**src/rtl/alu_issue_ctrl_if.sv**
```systemverilog
// alu_issue_ctrl_if
// Operand-in and writeback-out handshake bundle of the ALU issue controller.
//   in_valid/in_ready/in_src1/in_src2/in_opcode/in_tag : op offered by dispatch
//   wb_valid/wb_ready/wb_result/wb_tag                  : tagged result to writeback
// Modports:
//   master : dispatch/writeback environment (drives ops, accepts results)
//   slave  : alu_issue_ctrl (accepts ops, drives results)
interface alu_issue_ctrl_if #(
    parameter int DATA_W = 32,
    parameter int OP_W   = 4,
    parameter int TAG_W  = 4
);
    logic              in_valid;
    logic              in_ready;
    logic [DATA_W-1:0] in_src1;
    logic [DATA_W-1:0] in_src2;
    logic [OP_W-1:0]   in_opcode;
    logic [TAG_W-1:0]  in_tag;

    logic              wb_valid;
    logic              wb_ready;
    logic [DATA_W-1:0] wb_result;
    logic [TAG_W-1:0]  wb_tag;

    modport master (
        output in_valid, in_src1, in_src2, in_opcode, in_tag, wb_ready,
        input  in_ready, wb_valid, wb_result, wb_tag
    );

    modport slave (
        input  in_valid, in_src1, in_src2, in_opcode, in_tag, wb_ready,
        output in_ready, wb_valid, wb_result, wb_tag
    );
endinterface

```
**src/rtl/alu_issue_ctrl.sv**
```systemverilog
// alu_issue_ctrl
// Initiator side of the ALU operand/result interface. Queues incoming ops,
// issues one per cycle into a fixed-latency ALU, follows each op through the
// ALU with a tag pipe and returns tagged results in order on a valid/ready
// writeback port.
// Ports:
//   clk, rst    : clock (posedge), asynchronous active-high reset
//   bus (slave) : in_* op handshake, wb_* result handshake
//   alu_src1/alu_src2/alu_opcode : registered operands to the ALU
//   alu_result  : ALU output, valid ALU_LAT edges after operands
//   busy        : any op held in queue, issue stage, tag pipe or result buffer
module alu_issue_ctrl #(
    parameter int DATA_W  = 32,
    parameter int OP_W    = 4,
    parameter int TAG_W   = 4,
    parameter int DEPTH   = 4,
    parameter int ALU_LAT = 1
) (
    input  logic              clk,
    input  logic              rst,
    alu_issue_ctrl_if.slave   bus,
    output logic [DATA_W-1:0] alu_src1,
    output logic [DATA_W-1:0] alu_src2,
    output logic [OP_W-1:0]   alu_opcode,
    input  logic [DATA_W-1:0] alu_result,
    output logic              busy
);

    localparam int RES_DEPTH = ALU_LAT + 2;
    localparam int QA_W      = $clog2(DEPTH);
    localparam int QC_W      = QA_W + 1;
    localparam int RA_W      = $clog2(RES_DEPTH);
    localparam int RC_W      = $clog2(RES_DEPTH + 1);
    localparam int OUT_W     = $clog2(2 * RES_DEPTH + 1);

    // ---------------- input queue ----------------
    logic [DATA_W-1:0] q_src1 [DEPTH];
    logic [DATA_W-1:0] q_src2 [DEPTH];
    logic [OP_W-1:0]   q_op   [DEPTH];
    logic [TAG_W-1:0]  q_tag  [DEPTH];
    logic [QA_W-1:0]   q_wr;
    logic [QA_W-1:0]   q_rd;
    logic [QC_W-1:0]   q_cnt;
    logic [QC_W-1:0]   q_cnt_nxt;
    logic              in_ready_r;

    // ---------------- issue stage + tag pipe ----------------
    // Bit 0 is the issue stage (op currently on alu_*), bits 1..ALU_LAT are the
    // tag-pipe stages. Bit ALU_LAT set means alu_result belongs to pt[ALU_LAT].
    logic [ALU_LAT:0]             pv;
    logic [ALU_LAT:0][TAG_W-1:0]  pt;

    // ---------------- result buffer ----------------
    logic [DATA_W-1:0] r_data [RES_DEPTH];
    logic [TAG_W-1:0]  r_tag  [RES_DEPTH];
    logic [RA_W-1:0]   r_wr;
    logic [RA_W-1:0]   r_rd;
    logic [RC_W-1:0]   r_cnt;

    logic              push;
    logic              issue;
    logic              r_push;
    logic              wb_pop;
    logic [OUT_W-1:0]  outstanding;

    function automatic logic [RA_W-1:0] r_inc(input logic [RA_W-1:0] p);
        return (p == RA_W'(RES_DEPTH - 1)) ? '0 : p + RA_W'(1);
    endfunction

    // Credit check: an op may be issued only if, after this edge's writeback
    // pop, fewer than RES_DEPTH ops are in flight or buffered. This is what
    // keeps the result buffer from ever overflowing without stalling the ALU.
    always_comb begin
        push        = bus.in_valid && in_ready_r;
        wb_pop      = (r_cnt != '0) && bus.wb_ready;
        r_push      = pv[ALU_LAT];
        outstanding = OUT_W'($countones(pv)) + OUT_W'(r_cnt);
        issue       = (q_cnt != '0) &&
                      ((outstanding - OUT_W'(wb_pop)) < OUT_W'(RES_DEPTH));
        q_cnt_nxt   = q_cnt + QC_W'(push) - QC_W'(issue);
    end

    // Queue control. in_ready comes from the registered count only, so a pop
    // on a full queue frees the slot one cycle later.
    always_ff @(posedge clk or posedge rst) begin
        if (rst) begin
            q_wr       <= '0;
            q_rd       <= '0;
            q_cnt      <= '0;
            in_ready_r <= 1'b0;
        end else begin
            q_cnt      <= q_cnt_nxt;
            in_ready_r <= (q_cnt_nxt != QC_W'(DEPTH));
            if (push)
                q_wr <= q_wr + QA_W'(1);
            if (issue)
                q_rd <= q_rd + QA_W'(1);
        end
    end

    always_ff @(posedge clk) begin
        if (push) begin
            q_src1[q_wr] <= bus.in_src1;
            q_src2[q_wr] <= bus.in_src2;
            q_op[q_wr]   <= bus.in_opcode;
            q_tag[q_wr]  <= bus.in_tag;
        end
    end

    // Issue stage and tag pipe. alu_* hold their last values when idle.
    always_ff @(posedge clk or posedge rst) begin
        if (rst) begin
            alu_src1   <= '0;
            alu_src2   <= '0;
            alu_opcode <= '0;
            pv         <= '0;
            pt         <= '0;
        end else begin
            pv <= {pv[ALU_LAT-1:0], issue};
            pt <= {pt[ALU_LAT-1:0], q_tag[q_rd]};
            if (issue) begin
                alu_src1   <= q_src1[q_rd];
                alu_src2   <= q_src2[q_rd];
                alu_opcode <= q_op[q_rd];
            end
        end
    end

    // Result buffer control.
    always_ff @(posedge clk or posedge rst) begin
        if (rst) begin
            r_wr  <= '0;
            r_rd  <= '0;
            r_cnt <= '0;
        end else begin
            r_cnt <= r_cnt + RC_W'(r_push) - RC_W'(wb_pop);
            if (r_push)
                r_wr <= r_inc(r_wr);
            if (wb_pop)
                r_rd <= r_inc(r_rd);
        end
    end

    always_ff @(posedge clk) begin
        if (r_push) begin
            r_data[r_wr] <= alu_result;
            r_tag[r_wr]  <= pt[ALU_LAT];
        end
    end

    assign bus.in_ready  = in_ready_r;
    assign bus.wb_valid  = (r_cnt != '0);
    assign bus.wb_result = r_data[r_rd];
    assign bus.wb_tag    = r_tag[r_rd];
    assign busy          = (q_cnt != '0) || (|pv) || (r_cnt != '0);

endmodule

```
**src/flat_wrapper.sv**
```systemverilog
// flat-port wrapper written by rule: the top's interface ports become plain ports
module alu_issue_ctrl_flat 
#(
    parameter int DATA_W  = 32,
    parameter int OP_W    = 4,
    parameter int TAG_W   = 4,
    parameter int DEPTH   = 4,
    parameter int ALU_LAT = 1
)
  (clk, rst, alu_src1, alu_src2, alu_opcode, alu_result, busy, bus_in_valid, bus_in_src1, bus_in_src2, bus_in_opcode, bus_in_tag, bus_wb_ready, bus_in_ready, bus_wb_valid, bus_wb_result, bus_wb_tag);
  alu_issue_ctrl_if #(.DATA_W(DATA_W), .OP_W(OP_W), .TAG_W(TAG_W)) bus_i ();
  input  logic clk;
  input  logic rst;
  output logic [DATA_W-1:0] alu_src1;
  output logic [DATA_W-1:0] alu_src2;
  output logic [OP_W-1:0] alu_opcode;
  input  logic [DATA_W-1:0] alu_result;
  output logic busy;
  input wire logic [$bits(bus_i.in_valid)-1:0] bus_in_valid;
  input wire logic [$bits(bus_i.in_src1)-1:0] bus_in_src1;
  input wire logic [$bits(bus_i.in_src2)-1:0] bus_in_src2;
  input wire logic [$bits(bus_i.in_opcode)-1:0] bus_in_opcode;
  input wire logic [$bits(bus_i.in_tag)-1:0] bus_in_tag;
  input wire logic [$bits(bus_i.wb_ready)-1:0] bus_wb_ready;
  output wire logic [$bits(bus_i.in_ready)-1:0] bus_in_ready;
  output wire logic [$bits(bus_i.wb_valid)-1:0] bus_wb_valid;
  output wire logic [$bits(bus_i.wb_result)-1:0] bus_wb_result;
  output wire logic [$bits(bus_i.wb_tag)-1:0] bus_wb_tag;
  assign bus_i.in_valid = bus_in_valid;
  assign bus_i.in_src1 = bus_in_src1;
  assign bus_i.in_src2 = bus_in_src2;
  assign bus_i.in_opcode = bus_in_opcode;
  assign bus_i.in_tag = bus_in_tag;
  assign bus_i.wb_ready = bus_wb_ready;
  assign bus_in_ready = bus_i.in_ready;
  assign bus_wb_valid = bus_i.wb_valid;
  assign bus_wb_result = bus_i.wb_result;
  assign bus_wb_tag = bus_i.wb_tag;
  alu_issue_ctrl #(.DATA_W(DATA_W), .OP_W(OP_W), .TAG_W(TAG_W), .DEPTH(DEPTH), .ALU_LAT(ALU_LAT)) u_core (.clk(clk), .rst(rst), .bus(bus_i), .alu_src1(alu_src1), .alu_src2(alu_src2), .alu_opcode(alu_opcode), .alu_result(alu_result), .busy(busy));
endmodule
```
**config.mk**
```make
export PLATFORM = sky130hd
export DESIGN_NAME = alu_issue_ctrl_flat
export DESIGN_NICKNAME = d
export VERILOG_FILES = /design/src/rtl/alu_issue_ctrl_if.sv /design/src/rtl/alu_issue_ctrl.sv /design/src/flat_wrapper.sv
export SDC_FILE = /design/constraint.sdc
export NUM_CORES = 1
export LEC_CHECK = 0
export BUFFER_PORTS_ARGS = -buffer_cell sky130_fd_sc_hd__buf_2
export CAP_MARGIN = 15
export CORE_ASPECT_RATIO = 0.7
export CORE_MARGIN = 4
export CORE_UTILIZATION = 44
export CTS_CLUSTER_SIZE = 40
export DETAILED_ROUTE_END_ITERATION = 7
export GPL_TIMING_DRIVEN = 0
export SYNTH_ARGS = -nofsm -noshare
export SYNTH_HDL_FRONTEND = slang
export SYNTH_SLANG_ARGS = --single-unit
```
**constraint.sdc**
```tcl
create_clock -name clk -period 4.17 [get_ports clk]
set_input_delay 0 -clock clk [delete_from_list [all_inputs] [get_ports clk]]
set_output_delay 0 -clock clk [all_outputs]
set_load 0.02 [all_outputs]
```
==> impl_metrics.csv <==
group,metric,value,unit
timing,rsz0062_at_grt,"no",
global_routing,grt_pass1_vias,9795,
floorplanning,start_util,44.91,%
timing,timing.hold.ws,29.10,ps
power,swShare,32.36,%
global_routing,grt_overflow,0,
drt,vias,8958,
global_routing,track_usage,16.69,%
floorplanning,die_y,177.0,um
floorplanning,die_width,249.5,um
timing,timing.final.crit_share,89.52,%
final_layout,antenna_cells,0,
drt,drt_wl_total,36.51,mm
timing,final.setup.tns,0,ps
critical_path,worstSetupStartpointType,"flip-flop",
logic_synthesis,avgSynthCellArea,21.43,sq um
power,clkPwrFrac,23.1,%
drt,viasPerCell,4.985,
timing,fmax,267.9,MHz
floorplanning,rows,61,
timing,setup-violations-final,0,
global_routing,antenna_found_initial,0,
floorplanning,die_area,44170,sq um
logic_synthesis,async_reset_ff_share,18.85,%
timing,hold_viol_final,0,
final_layout,postLayoutCellArea,22560,sq um
critical_path,cp.required,4590,ps
clocking,cts-root-buf,"clkbuf_16",
logic_synthesis,yosysTopAreaCell,"edfxtp_1",
drt,drcViolationCount,0,
place,port_buffers,214,
critical_path,arrival,4150,ps
drt,drtPass1Iterations,4,
timing,maxSlewViolCount,0,
clocking,numCtsBuffers,46,
timing,post-route-min-period,3733,ps
clocking,cts_tree,"built",
critical_path,critPathKind,"flip-flop to flip-flop",
logic_synthesis,netlist_instances,838,
logic_synthesis,synthTopCellsByArea,"edfxtp_1, dfrtp_1, mux4_2",
logic_synthesis,synth_area,17960,sq um
timing,timing.slew.headroom,46.78,%
timing,clock_skew,19.15,ps
logic_synthesis,ys_top_cells_by_count,"edfxtp_1, dfrtp_1, mux4_2, mux2_2",
power,power_frac_seq,39.9,%
drt,wl_per_cell,20.32,um
logic_synthesis,synth_nets,959,
floorplanning,io_pins,215,
power,vdd.ir_drop.worst,0.4925,mV
clocking,clock_sinks,488,
logic_synthesis,synth_cell_types,31,
logic_synthesis,synth-main-ff-cell,"edfxtp_1",
place,dp_hpwl,22.92,mm
clocking,worstSkewPairLatency,560,ps
place,place_area,19990,sq um
logic_synthesis,yosys_warnings,0,
place,globalplace.congestion,0.7144,
floorplanning,coreArea,39990,sq um
final_layout,area_delta_synth_final,25.62,%
power,p_sw,5725,uW
logic_synthesis,ys_ff_latch,488,
final_layout,nets,1346,
critical_path,critical_path_peak_fanout,11,
final_layout,drive_above_1_share,37.24,%
logic_synthesis,ys_seq_area_share,79.03,%
power,p_int,11970,uW
power,pwr-share-comb,37.1,%
power,p_per_area,784.3,nW/um^2
critical_path,cp-end-kind,"flip-flop",
worst_hold_path,hold_path_class,"input pin to async pin",
drt,first_iter_violations,457,
clocking,cts_max_path_buffers,3,
logic_synthesis,yosys.cell_count.top_type,"edfxtp_1",
global_routing,grt_pass1_wl,57.06,mm
logic_synthesis,synth_top_area_share,66.21,%
clocking,htreeDepth,2,
global_routing,grt_max_degree,55,
drt,antenna_left,0,
logic_synthesis,synth-edff-count,396,
power,power,17690,uW
final_layout,final_util,56.41,%
run,cap_violations,0,
timing,worst_pin_slew,798.3,ps
power,p_leak,0.008231,uW
run_status,outcome,"finished, final reports clean",
clocking,clkTransAtPathRegs,60,ps
flip-flops by register name, summed over array words and instances (netlist names):
register	count
u_core.r_wr	2
u_core.pv	2
u_core.q_src1	128
u_core.q_src2	128
u_core.q_cnt	3
u_core.q_op	16
u_core.r_rd	2
u_core.q_rd	2
u_core.alu_opcode	4
u_core.alu_src2	32
u_core.bus.in_ready	1
u_core.alu_src1	32
u_core.pt	8
u_core.q_wr	2
u_core.r_tag	12
u_core.r_data	96
u_core.q_tag	16
u_core.r_cnt	2
power by group through the flow:
stage / clock network, uW / registers [uW] / logic [uW]
global placement: 0 / 7230 / 6310
global route: 4420 / 7180 / 7170
floorplan: 0 / 7550 / 4070
detailed placement: 0 / 7170 / 6600
CTS: 4200 / 7070 / 6710
finish: 4080 / 7060 / 6560
worst max-delay path: stages (launching register included):
cell and delay, ps:
dfrtp_1 430, inv_1 160, ha_1 330, ha_1 150
inv_1 50, fa_1 430, xnor2_1 190, nor3_4 250
buf_2 380, ha_1 300, inv_1 60, ha_1 130
inv_1 50, fa_1 410, xnor2_1 190, nand3b_1 100
kinds of logic (layout without fill, tap and decap cells):
kind of cell / after synthesis / after routing / synth area share [%]
fa+ha+maj: 13 / 13 / 0.9893
compound gates: 43 / 43 / 1.240
xor+xnor: 8 / 8 / 0.3902
buf+inv: 50 / 474 / 1.442
simple gates: 59 / 59 / 1.554
mux: 177 / 177 / 15.35
flops: 488 / 488 / 79.03
stage by stage:
step,cells,setup WS (ps)
final,1797,437.2
after global routing,1797,81.10
after CTS,1795,8.016
after detailed placement,1603,-234.5
after global placement,1587,-1630
after floorplan,838,429.9
cells in the final DEF (no fill, tap or decap), types with 5 or more instances in the layout:
cell type,n
o21ai_0,39
edfxtp_1,396
xnor2_1,6
clkinv_2,13
dfrtp_1,92
ha_1,11
inv_1,13
clkbuf_1,23
mux4_2,72
nand2_1,39
dlygate4sd3_1,107
clkbuf_16,46
mux2_2,65
buf_2,226
buf_6,17
mux2i_1,37
clkbuf_8,5
area by class of cell:
type                    count  area, sq um
plain buffers              36        206.4
clock buffers              62         1261
clock inverters            23        217.7
fillers                  3077        17430
inverters                  14        57.56
multi-input cells         300         3548
flip-flops and latches    488        14190
well taps                 535        669.4
repair buffers            339         2407
worst paths after layout:
kind,start,slack [ps],depth (start not counted),endpoint
hold reg to reg,u_core.pt[2]$_DFF_PP0_,350,0,u_core.pt[6]$_DFF_PP0_
setup / recovery,u_core.pv[1]$_DFF_PP0_,440,15,u_core.bus.in_ready$_DFF_PP0_
max in group asynchronous,rst,3480,4,u_core.alu_src1[13]$_DFFE_PP0P_
setup reg to reg,u_core.pv[1]$_DFF_PP0_,440,15,u_core.bus.in_ready$_DFF_PP0_
min in group clk,alu_result[22],180,2,u_core.r_data[0][22]$_DFFE_PP_
hold / removal,rst,30,3,u_core.alu_src2[24]$_DFFE_PP0P_
repair_timing:
action / CTS / global route
hold buffers: 107 / 0
gates resized for setup: 1 / 0
endpoints found under the setup margin: 3 / 3
setup buffers: 0 / 2
endpoints found under the hold margin: 480 / 0
pin swaps: 0 / 1
metal layers:
metal	wire (um)	GRT usage, %	share of wire [%]	vias up
met5	0	0	0	-
met4	603	3.856	1.7	0
met3	1992	3.892	5.5	46
met2	18250	28.40	50	179
met1	15660	22.27	43	4630
li1	-	-	-	4103
Note: power is estimated with default switching activity, not from simulation.
